## config.mk

```make
export PLATFORM = sky130hd
export DESIGN_NAME = unidad_control_microprog_flat
export DESIGN_NICKNAME = d
export VERILOG_FILES = /design/src/rtl/unidad_control_microprog_pkg.sv /design/src/rtl/unidad_control_microprog_if.sv /design/src/rtl/unidad_control_microprog_ucode_mem.sv /design/src/rtl/unidad_control_microprog.sv /design/src/flat_wrapper.sv
export SDC_FILE = /design/constraint.sdc
export NUM_CORES = 1
export LEC_CHECK = 0
export CORE_UTILIZATION = 50
export CTS_CLUSTER_SIZE = 28
export DETAILED_ROUTE_END_ITERATION = 10
export PLACE_DENSITY = 0.69
export SKIP_LAST_GASP = 1
export SYNTH_ARGS = -nofsm -noshare
export SYNTH_HDL_FRONTEND = slang
export SYNTH_SLANG_ARGS = --single-unit
```

## constraint.sdc

```tcl
create_clock -name clk -period 6.45 [get_ports clk]
set_input_delay 1.6125 -clock clk [delete_from_list [all_inputs] [get_ports clk]]
set_output_delay 1.6125 -clock clk [all_outputs]
set_load 0.03 [all_outputs]
```

## src/rtl/unidad_control_microprog_pkg.sv

```systemverilog
// Shared state encoding, ALU field codes and width helpers for the microprogrammed control unit.
package uc_pkg;

   typedef enum logic [1:0] {
      ST_IDLE = 2'd0,
      ST_EXEC = 2'd1,
      ST_DONE = 2'd2
   } uc_state_e;

   localparam logic [1:0] ALU_NONE = 2'b00;
   localparam logic [1:0] ALU_ADD  = 2'b01;
   localparam logic [1:0] ALU_SUB  = 2'b10;

   function automatic int sel_w(input int nreg);
      return $clog2(nreg + 32'sd2);
   endfunction

   function automatic int word_w(input int nreg);
      return 32'sd3 + 32'sd2 * sel_w(nreg);
   endfunction

   localparam int DEF_WORD_W = word_w(32'sd3);

   // A/B swap through AC, then C <- A + B; word = {last, alu, src, dst}, NREG=3 (T=3, AC=4).
   localparam logic [DEF_WORD_W-1:0] DEFAULT_PROG [16] = '{
      9'b0_00_000_100, 9'b0_00_001_000, 9'b0_00_011_001, 9'b0_00_000_011,
      9'b0_01_001_100, 9'b1_00_011_010, 9'b0_00_000_000, 9'b0_00_000_000,
      9'b0_00_000_000, 9'b0_00_000_000, 9'b0_00_000_000, 9'b0_00_000_000,
      9'b0_00_000_000, 9'b0_00_000_000, 9'b0_00_000_000, 9'b0_00_000_000
   };

endpackage

```

## src/rtl/unidad_control_microprog_if.sv

```systemverilog
// Start/stall/program inputs and decoded datapath controls of the microprogrammed control unit.
interface unidad_control_microprog_if #(
   parameter int NREG  = 3,
   parameter int DEPTH = 16
) ();
   localparam int AW     = $clog2(DEPTH);
   localparam int WORD_W = uc_pkg::word_w(NREG);

   logic              xs;
   logic [AW-1:0]     entry;
   logic              hold;
   logic              prog_we;
   logic [AW-1:0]     prog_addr;
   logic [WORD_W-1:0] prog_data;
   logic [NREG-1:0]   W;
   logic [NREG-1:0]   Rd;
   logic              Wt;
   logic              Wac;
   logic              Rac;
   logic              S;
   logic              R;
   logic              busy;
   logic              fin;
   logic              err;

   modport master (
      output xs, entry, hold, prog_we, prog_addr, prog_data,
      input  W, Rd, Wt, Wac, Rac, S, R, busy, fin, err
   );

   modport slave (
      input  xs, entry, hold, prog_we, prog_addr, prog_data,
      output W, Rd, Wt, Wac, Rac, S, R, busy, fin, err
   );
endinterface

```

## src/rtl/unidad_control_microprog_ucode_mem.sv

```systemverilog
// Microcode store: flop array, synchronous write, asynchronous read, contents survive reset.
module ucode_mem #(
   parameter int DEPTH  = 16,
   parameter int WORD_W = 9
) (
   input  logic                     clk,
   input  logic                     we,
   input  logic [$clog2(DEPTH)-1:0] waddr,
   input  logic [WORD_W-1:0]        wdata,
   input  logic [$clog2(DEPTH)-1:0] raddr,
   output logic [WORD_W-1:0]        rdata
);
   logic [WORD_W-1:0] mem_r [DEPTH];

   // Write port.
   always_ff @(posedge clk) begin
      if (we) begin
         mem_r[waddr] <= wdata;
      end
   end

   assign rdata = mem_r[raddr];
endmodule

```

## src/rtl/unidad_control_microprog.sv

```systemverilog
// Microprogrammed sequencer for the shared-bus register datapath: steps through microcode
// from an entry address and decodes each word into one-hot read/write and ALU controls.
module unidad_control_microprog
   import uc_pkg::*;
#(
   parameter int NREG  = 3,
   parameter int DEPTH = 16
) (
   input  logic                     clk,
   input  logic                     reset_n,
   unidad_control_microprog_if.slave bus
);
   localparam int SEL_W  = sel_w(NREG);
   localparam int WORD_W = word_w(NREG);
   localparam int AW     = $clog2(DEPTH);

   localparam logic [SEL_W-1:0] SEL_T   = SEL_W'(NREG);
   localparam logic [SEL_W-1:0] SEL_AC  = SEL_W'(NREG + 32'sd1);
   localparam logic [AW-1:0]    PC_LAST = AW'(DEPTH - 32'sd1);
   localparam logic [AW-1:0]    PC_ONE  = AW'(32'sd1);

   uc_state_e         state_r;
   uc_state_e         state_nxt_s;
   logic [AW-1:0]     pc_r;
   logic [AW-1:0]     pc_nxt_s;
   logic              err_r;
   logic              err_nxt_s;
   logic [WORD_W-1:0] word_s;
   logic              last_s;
   logic [1:0]        alu_s;
   logic [SEL_W-1:0]  src_s;
   logic [SEL_W-1:0]  dst_s;
   logic              exec_s;
   logic              mem_we_s;
   logic [NREG-1:0]   w_s;
   logic [NREG-1:0]   rd_s;
   logic              wt_s;
   logic              wac_s;
   logic              rac_s;
   logic              s_s;
   logic              r_s;
   logic              busy_s;
   logic              fin_s;
   logic              err_s;

   // Programming is locked out for the whole run so a run never sees a half-edited program.
   assign mem_we_s = bus.prog_we & (state_r == ST_IDLE);

   ucode_mem #(
      .DEPTH  (DEPTH),
      .WORD_W (WORD_W)
   ) u_ucode_mem (
      .clk   (clk),
      .we    (mem_we_s),
      .waddr (bus.prog_addr),
      .wdata (bus.prog_data),
      .raddr (pc_r),
      .rdata (word_s)
   );

   assign {last_s, alu_s, src_s, dst_s} = word_s;
   assign exec_s = (state_r == ST_EXEC) & ~bus.hold;

   // State, program counter and end-of-run error flag.
   always_ff @(posedge clk or negedge reset_n) begin
      if (!reset_n) begin
         state_r <= ST_IDLE;
         pc_r    <= {AW{1'b0}};
         err_r   <= 1'b0;
      end else begin
         state_r <= state_nxt_s;
         pc_r    <= pc_nxt_s;
         err_r   <= err_nxt_s;
      end
   end

   // Sequencing: start, stall, last-bit termination and end-of-memory termination.
   always_comb begin
      state_nxt_s = state_r;
      pc_nxt_s    = pc_r;
      err_nxt_s   = err_r;
      case (state_r)
         ST_IDLE: begin
            err_nxt_s = 1'b0;
            if (bus.xs) begin
               state_nxt_s = ST_EXEC;
               pc_nxt_s    = bus.entry;
            end else begin
               state_nxt_s = ST_IDLE;
            end
         end
         ST_EXEC: begin
            if (bus.hold) begin
               state_nxt_s = ST_EXEC;
            end else if (last_s) begin
               state_nxt_s = ST_DONE;
               err_nxt_s   = 1'b0;
            end else if (pc_r == PC_LAST) begin
               state_nxt_s = ST_DONE;
               err_nxt_s   = 1'b1;
            end else begin
               pc_nxt_s = pc_r + PC_ONE;
            end
         end
         ST_DONE: begin
            state_nxt_s = ST_IDLE;
         end
         default: begin
            state_nxt_s = ST_IDLE;
            pc_nxt_s    = {AW{1'b0}};
            err_nxt_s   = 1'b0;
         end
      endcase
   end

   // Word decode; ALU ops only make sense when the result lands in AC.
   always_comb begin
      w_s    = {NREG{1'b0}};
      rd_s   = {NREG{1'b0}};
      wt_s   = 1'b0;
      wac_s  = 1'b0;
      rac_s  = 1'b0;
      s_s    = 1'b0;
      r_s    = 1'b0;
      busy_s = (state_r != ST_IDLE);
      fin_s  = (state_r == ST_DONE);
      err_s  = fin_s & err_r;
      if (exec_s) begin
         for (int i = 32'sd0; i < NREG; i++) begin
            rd_s[i] = (src_s == SEL_W'(i));
            w_s[i]  = (dst_s == SEL_W'(i));
         end
         rac_s = (src_s == SEL_T);
         wt_s  = (dst_s == SEL_T);
         wac_s = (dst_s == SEL_AC);
         s_s   = wac_s & (alu_s == ALU_ADD);
         r_s   = wac_s & (alu_s == ALU_SUB);
      end else begin
         w_s  = {NREG{1'b0}};
         rd_s = {NREG{1'b0}};
      end
   end

   assign bus.W    = w_s;
   assign bus.Rd   = rd_s;
   assign bus.Wt   = wt_s;
   assign bus.Wac  = wac_s;
   assign bus.Rac  = rac_s;
   assign bus.S    = s_s;
   assign bus.R    = r_s;
   assign bus.busy = busy_s;
   assign bus.fin  = fin_s;
   assign bus.err  = err_s;
endmodule

```

## src/flat_wrapper.sv

```systemverilog
// flat-port wrapper written by rule: the top's interface ports become plain ports
module unidad_control_microprog_flat import uc_pkg::*;
#(
   parameter int NREG  = 3,
   parameter int DEPTH = 16
)
  (clk, reset_n, bus_xs, bus_entry, bus_hold, bus_prog_we, bus_prog_addr, bus_prog_data, bus_W, bus_Rd, bus_Wt, bus_Wac, bus_Rac, bus_S, bus_R, bus_busy, bus_fin, bus_err);
  unidad_control_microprog_if #(.NREG(NREG), .DEPTH(DEPTH)) bus_i ();
  input  logic clk;
  input  logic reset_n;
  input wire logic [$bits(bus_i.xs)-1:0] bus_xs;
  input wire logic [$bits(bus_i.entry)-1:0] bus_entry;
  input wire logic [$bits(bus_i.hold)-1:0] bus_hold;
  input wire logic [$bits(bus_i.prog_we)-1:0] bus_prog_we;
  input wire logic [$bits(bus_i.prog_addr)-1:0] bus_prog_addr;
  input wire logic [$bits(bus_i.prog_data)-1:0] bus_prog_data;
  output wire logic [$bits(bus_i.W)-1:0] bus_W;
  output wire logic [$bits(bus_i.Rd)-1:0] bus_Rd;
  output wire logic [$bits(bus_i.Wt)-1:0] bus_Wt;
  output wire logic [$bits(bus_i.Wac)-1:0] bus_Wac;
  output wire logic [$bits(bus_i.Rac)-1:0] bus_Rac;
  output wire logic [$bits(bus_i.S)-1:0] bus_S;
  output wire logic [$bits(bus_i.R)-1:0] bus_R;
  output wire logic [$bits(bus_i.busy)-1:0] bus_busy;
  output wire logic [$bits(bus_i.fin)-1:0] bus_fin;
  output wire logic [$bits(bus_i.err)-1:0] bus_err;
  assign bus_i.xs = bus_xs;
  assign bus_i.entry = bus_entry;
  assign bus_i.hold = bus_hold;
  assign bus_i.prog_we = bus_prog_we;
  assign bus_i.prog_addr = bus_prog_addr;
  assign bus_i.prog_data = bus_prog_data;
  assign bus_W = bus_i.W;
  assign bus_Rd = bus_i.Rd;
  assign bus_Wt = bus_i.Wt;
  assign bus_Wac = bus_i.Wac;
  assign bus_Rac = bus_i.Rac;
  assign bus_S = bus_i.S;
  assign bus_R = bus_i.R;
  assign bus_busy = bus_i.busy;
  assign bus_fin = bus_i.fin;
  assign bus_err = bus_i.err;
  unidad_control_microprog #(.NREG(NREG), .DEPTH(DEPTH)) u_core (.clk(clk), .reset_n(reset_n), .bus(bus_i));
endmodule
```

==> impl_metrics.json <==
{
  "vias": 3116,
  "power_density_nw_per_um2": 396.3,
  "worstHoldPathCells": 1,
  "h-tree-depth": 4,
  "design.die.area_um2": 12810,
  "rr_endpoint": "u_core.pc_r[2]$_DFFE_PN0P_",
  "grt_pass1_wl_mm": 18.21,
  "design_power_total_mw": 2.884,
  "ys.flop_type": "edfxtp_1",
  "tightestPinTransition_ns": 1.061,
  "crit_fanout": 24,
  "synth-seq-cells": 151,
  "ys_async_sr_fraction_pct": 4.636,
  "dieWidth_um": 113.2,
  "relSlewSlack_pct": 29.02,
  "slew_viol_final": 0,
  "cts_root_buf": "clkbuf_16",
  "dr.pass1.iters": 5,
  "post_dp_cell_area_um2": 6688,
  "reg2reg_from": "u_core.pc_r[0]$_DFFE_PN0P_",
  "port_buffers": 35,
  "clockBufferDepth": 2,
  "dp.cells": 495,
  "hold_viol_final": 0,
  "startpoint_type": "flip-flop",
  "finalNetCount": 390,
  "yosysSeqAreaShare_pct": 72.81,
  "first_iter_violations": 250,
  "reg2reg_depth": 8,
  "instances_no_fill": 527,
  "hold_ws_ns": 0.5466,
  "synth.distinct_cells": 44,
  "cts_hold_buf": 0,
  "io_pins": 36,
  "final_area_um2": 7277,
  "synthTopCellsByArea": "edfxtp_1 70%, mux4_2 11%, mux4_1 3.0%",
  "grt_max_degree": 42,
  "drc": 0,
  "place_congestion": 0.8034,
  "min_period_over_period_pct": 81.77,
  "maxCapViolCount": 0,
  "avgSynthCellArea_um2": 19.49,
  "layout-drive-gt1-share_pct": 19.47,
  "fill_cells": 876,
  "critical_path.endpoint_type": "output port",
  "cts_sinks": 151,
  "crit_start": "u_core.pc_r[0]$_DFFE_PN0P_",
  "ant_nets": 0,
  "wl_per_cell_um": 21.77,
  "yosysWarnings": 0,
  "leakage_nw": 2.360,
  "synthTopCellsByCount": "144 x edfxtp_1, 30 x mux4_2, 27 x nor2_1",
  "grt_pass1_vias": 3220,
  "viasPerCell": 5.913,
  "cp.required_ns": 4.84,
  "wl_met1_mm": 5.052,
  "die_y_um": 113.2,
  "start_util_pct": 51.45,
  "r2r_slack_ns": 3.34,
  "core_area_um2": 12010,
  "routed.top_layer": "met4",
  "syn_nets": 340,
  "clk_pin_slew_ns": 0.06,
  "area_growth_pct": 17.76,
  "synth_top_area_share_pct": 69.97,
  "num_rows": 40,
  "setup-violations-final": 0,
  "antenna_found_initial": 0,
  "min_path_type": "reg2reg",
  "worst_ep_arrival_time_ns": 3.66,
  "peakVddDrop_mv": 0.1991,
  "outcome": "finished clean",
  "clk-insertion-delay-late_ns": 0.42,
  "hpwlAfterDp_mm": 7.366,
  "drt-total-wl_mm": 11.47,
  "synthMostInstantiatedCell": "edfxtp_1",
  "fin_tns_setup_ns": 0,
  "wl_met2_mm": 5.658,
  "fmax_mhz": 189.6,
  "rsz0062_at_grt": "no",
  "syn_inst": 317,
  "tritoncts": "built",
  "numCtsBuffers": 17,
  "period_needed_ns": 5.274,
  "grt_overflow_total": 0,
  "skew_ns": 0.01252,
  "hp-start": "u_core.state_r[1]$_DFFE_PN0P_",
  "synth_edf_count": 144,
  "min_to": "u_core.state_r[0]$_DFFE_PN0P_",
  "grtUsageTotal_pct": 20.00,
  "yosysTopAreaCell": "edfxtp_1",
  "netlist_area_um2": 6180,
  "wl_met3_um": 685,
  "cts_resized": 0,
  "criticalPathCategory": "reg2out",
  "antenna_cells": 0,
  "post_cts_buffers": 0
}
registers in the layout, indices dropped and copies added (netlist names):
register and flops:
u_core.pc_r 4, u_core.u_ucode_mem.mem_r 144, u_core.err_r 1, u_core.state_r 2
kinds of logic after synthesis:
| kind of cell | synth area share, % |
|---|---|
| flip-flops | 72.81 |
| buffers and inverters | 1.903 |
| adder cells (fa/ha/maj) | 0.2024 |
| multiplexers | 15.53 |
| AND/OR/NAND/NOR | 5.912 |
| AO/OA/AOI/OAI | 3.645 |
stage by stage:
| stage | worst slack, ns | utilization (%) |
|---|---|---|
| after floorplan | 2.103 | - |
| after global placement | 1.261 | 55.68 |
| after detailed placement | 1.205 | 55.68 |
| after CTS | 1.075 | 60.58 |
| after global routing | 0.9194 | 60.58 |
| final | 1.176 | 60.58 |
cells in the final DEF, fill, tap and decap left out, types with 3 or more instances in the layout:
master,netlist,final
a22o_1,4,4
and2_1,6,6
buf_4,1,9
bufinv_16,0,3
clkbuf_16,0,17
clkdlybuf4s50_1,0,35
clkinv_2,0,3
clkinvlp_4,0,4
dfrtp_1,7,6
edfxtp_1,144,144
inv_1,6,6
mux2i_1,10,10
mux4_1,7,7
mux4_2,30,30
nand2_1,10,10
nand2b_1,3,3
nand3_1,4,4
nand3b_1,3,3
nor2_1,27,27
nor2b_1,5,5
nor3_1,6,6
nor3b_1,3,3
o21ai_0,5,5
worst max-delay path by stage:
stage	to	slack, ns	cells after the start
CTS	bus_Rd[0]	1.07	8
finish	bus_Rd[0]	1.18	8
global route	bus_Rd[0]	0.92	8
floorplan	bus_W[1]	2.10	3
global placement	bus_Rac	1.26	6
detailed placement	bus_Rac	1.21	6
critical path, cell delays in order, from the launching register on:
cell and delay, ns:
dfrtp_2 0.89, buf_4 0.32, buf_4 0.19, mux4_2 0.50, mux2i_1 0.28, inv_1 0.07, o22ai_1 0.15, nor2b_1 0.15
clkdlybuf4s50_1 0.67
power by group:
part	total, mW	switching, mW	internal (mW)	leakage [nW]
sequential	1.19	0.0860	1.11	1.38
clock	0.981	0.376	0.605	0.276
combinational	0.709	0.356	0.353	0.698
routing by layer:
metal | track usage (%) | up-vias
li1 | - | 1400
met4 | 8.596 | 0
met2 | 30.43 | 117
met3 | 4.499 | 10
met5 | 0 | -
met1 | 28.13 | 1589
layout make-up:
class / count / area (µm²) / area share [%]
inverters: 6 / 22.52 / 0.3095
flip-flops and latches: 151 / 4501 / 61.85
clock buffers: 19 / 432.9 / 5.949
well taps: 147 / 183.9 / 2.528
repair buffers: 44 / 417.9 / 5.743
multi-input cells: 147 / 1563 / 21.48
clock inverters: 13 / 156.4 / 2.149
(Power assumes the default switching activity.)
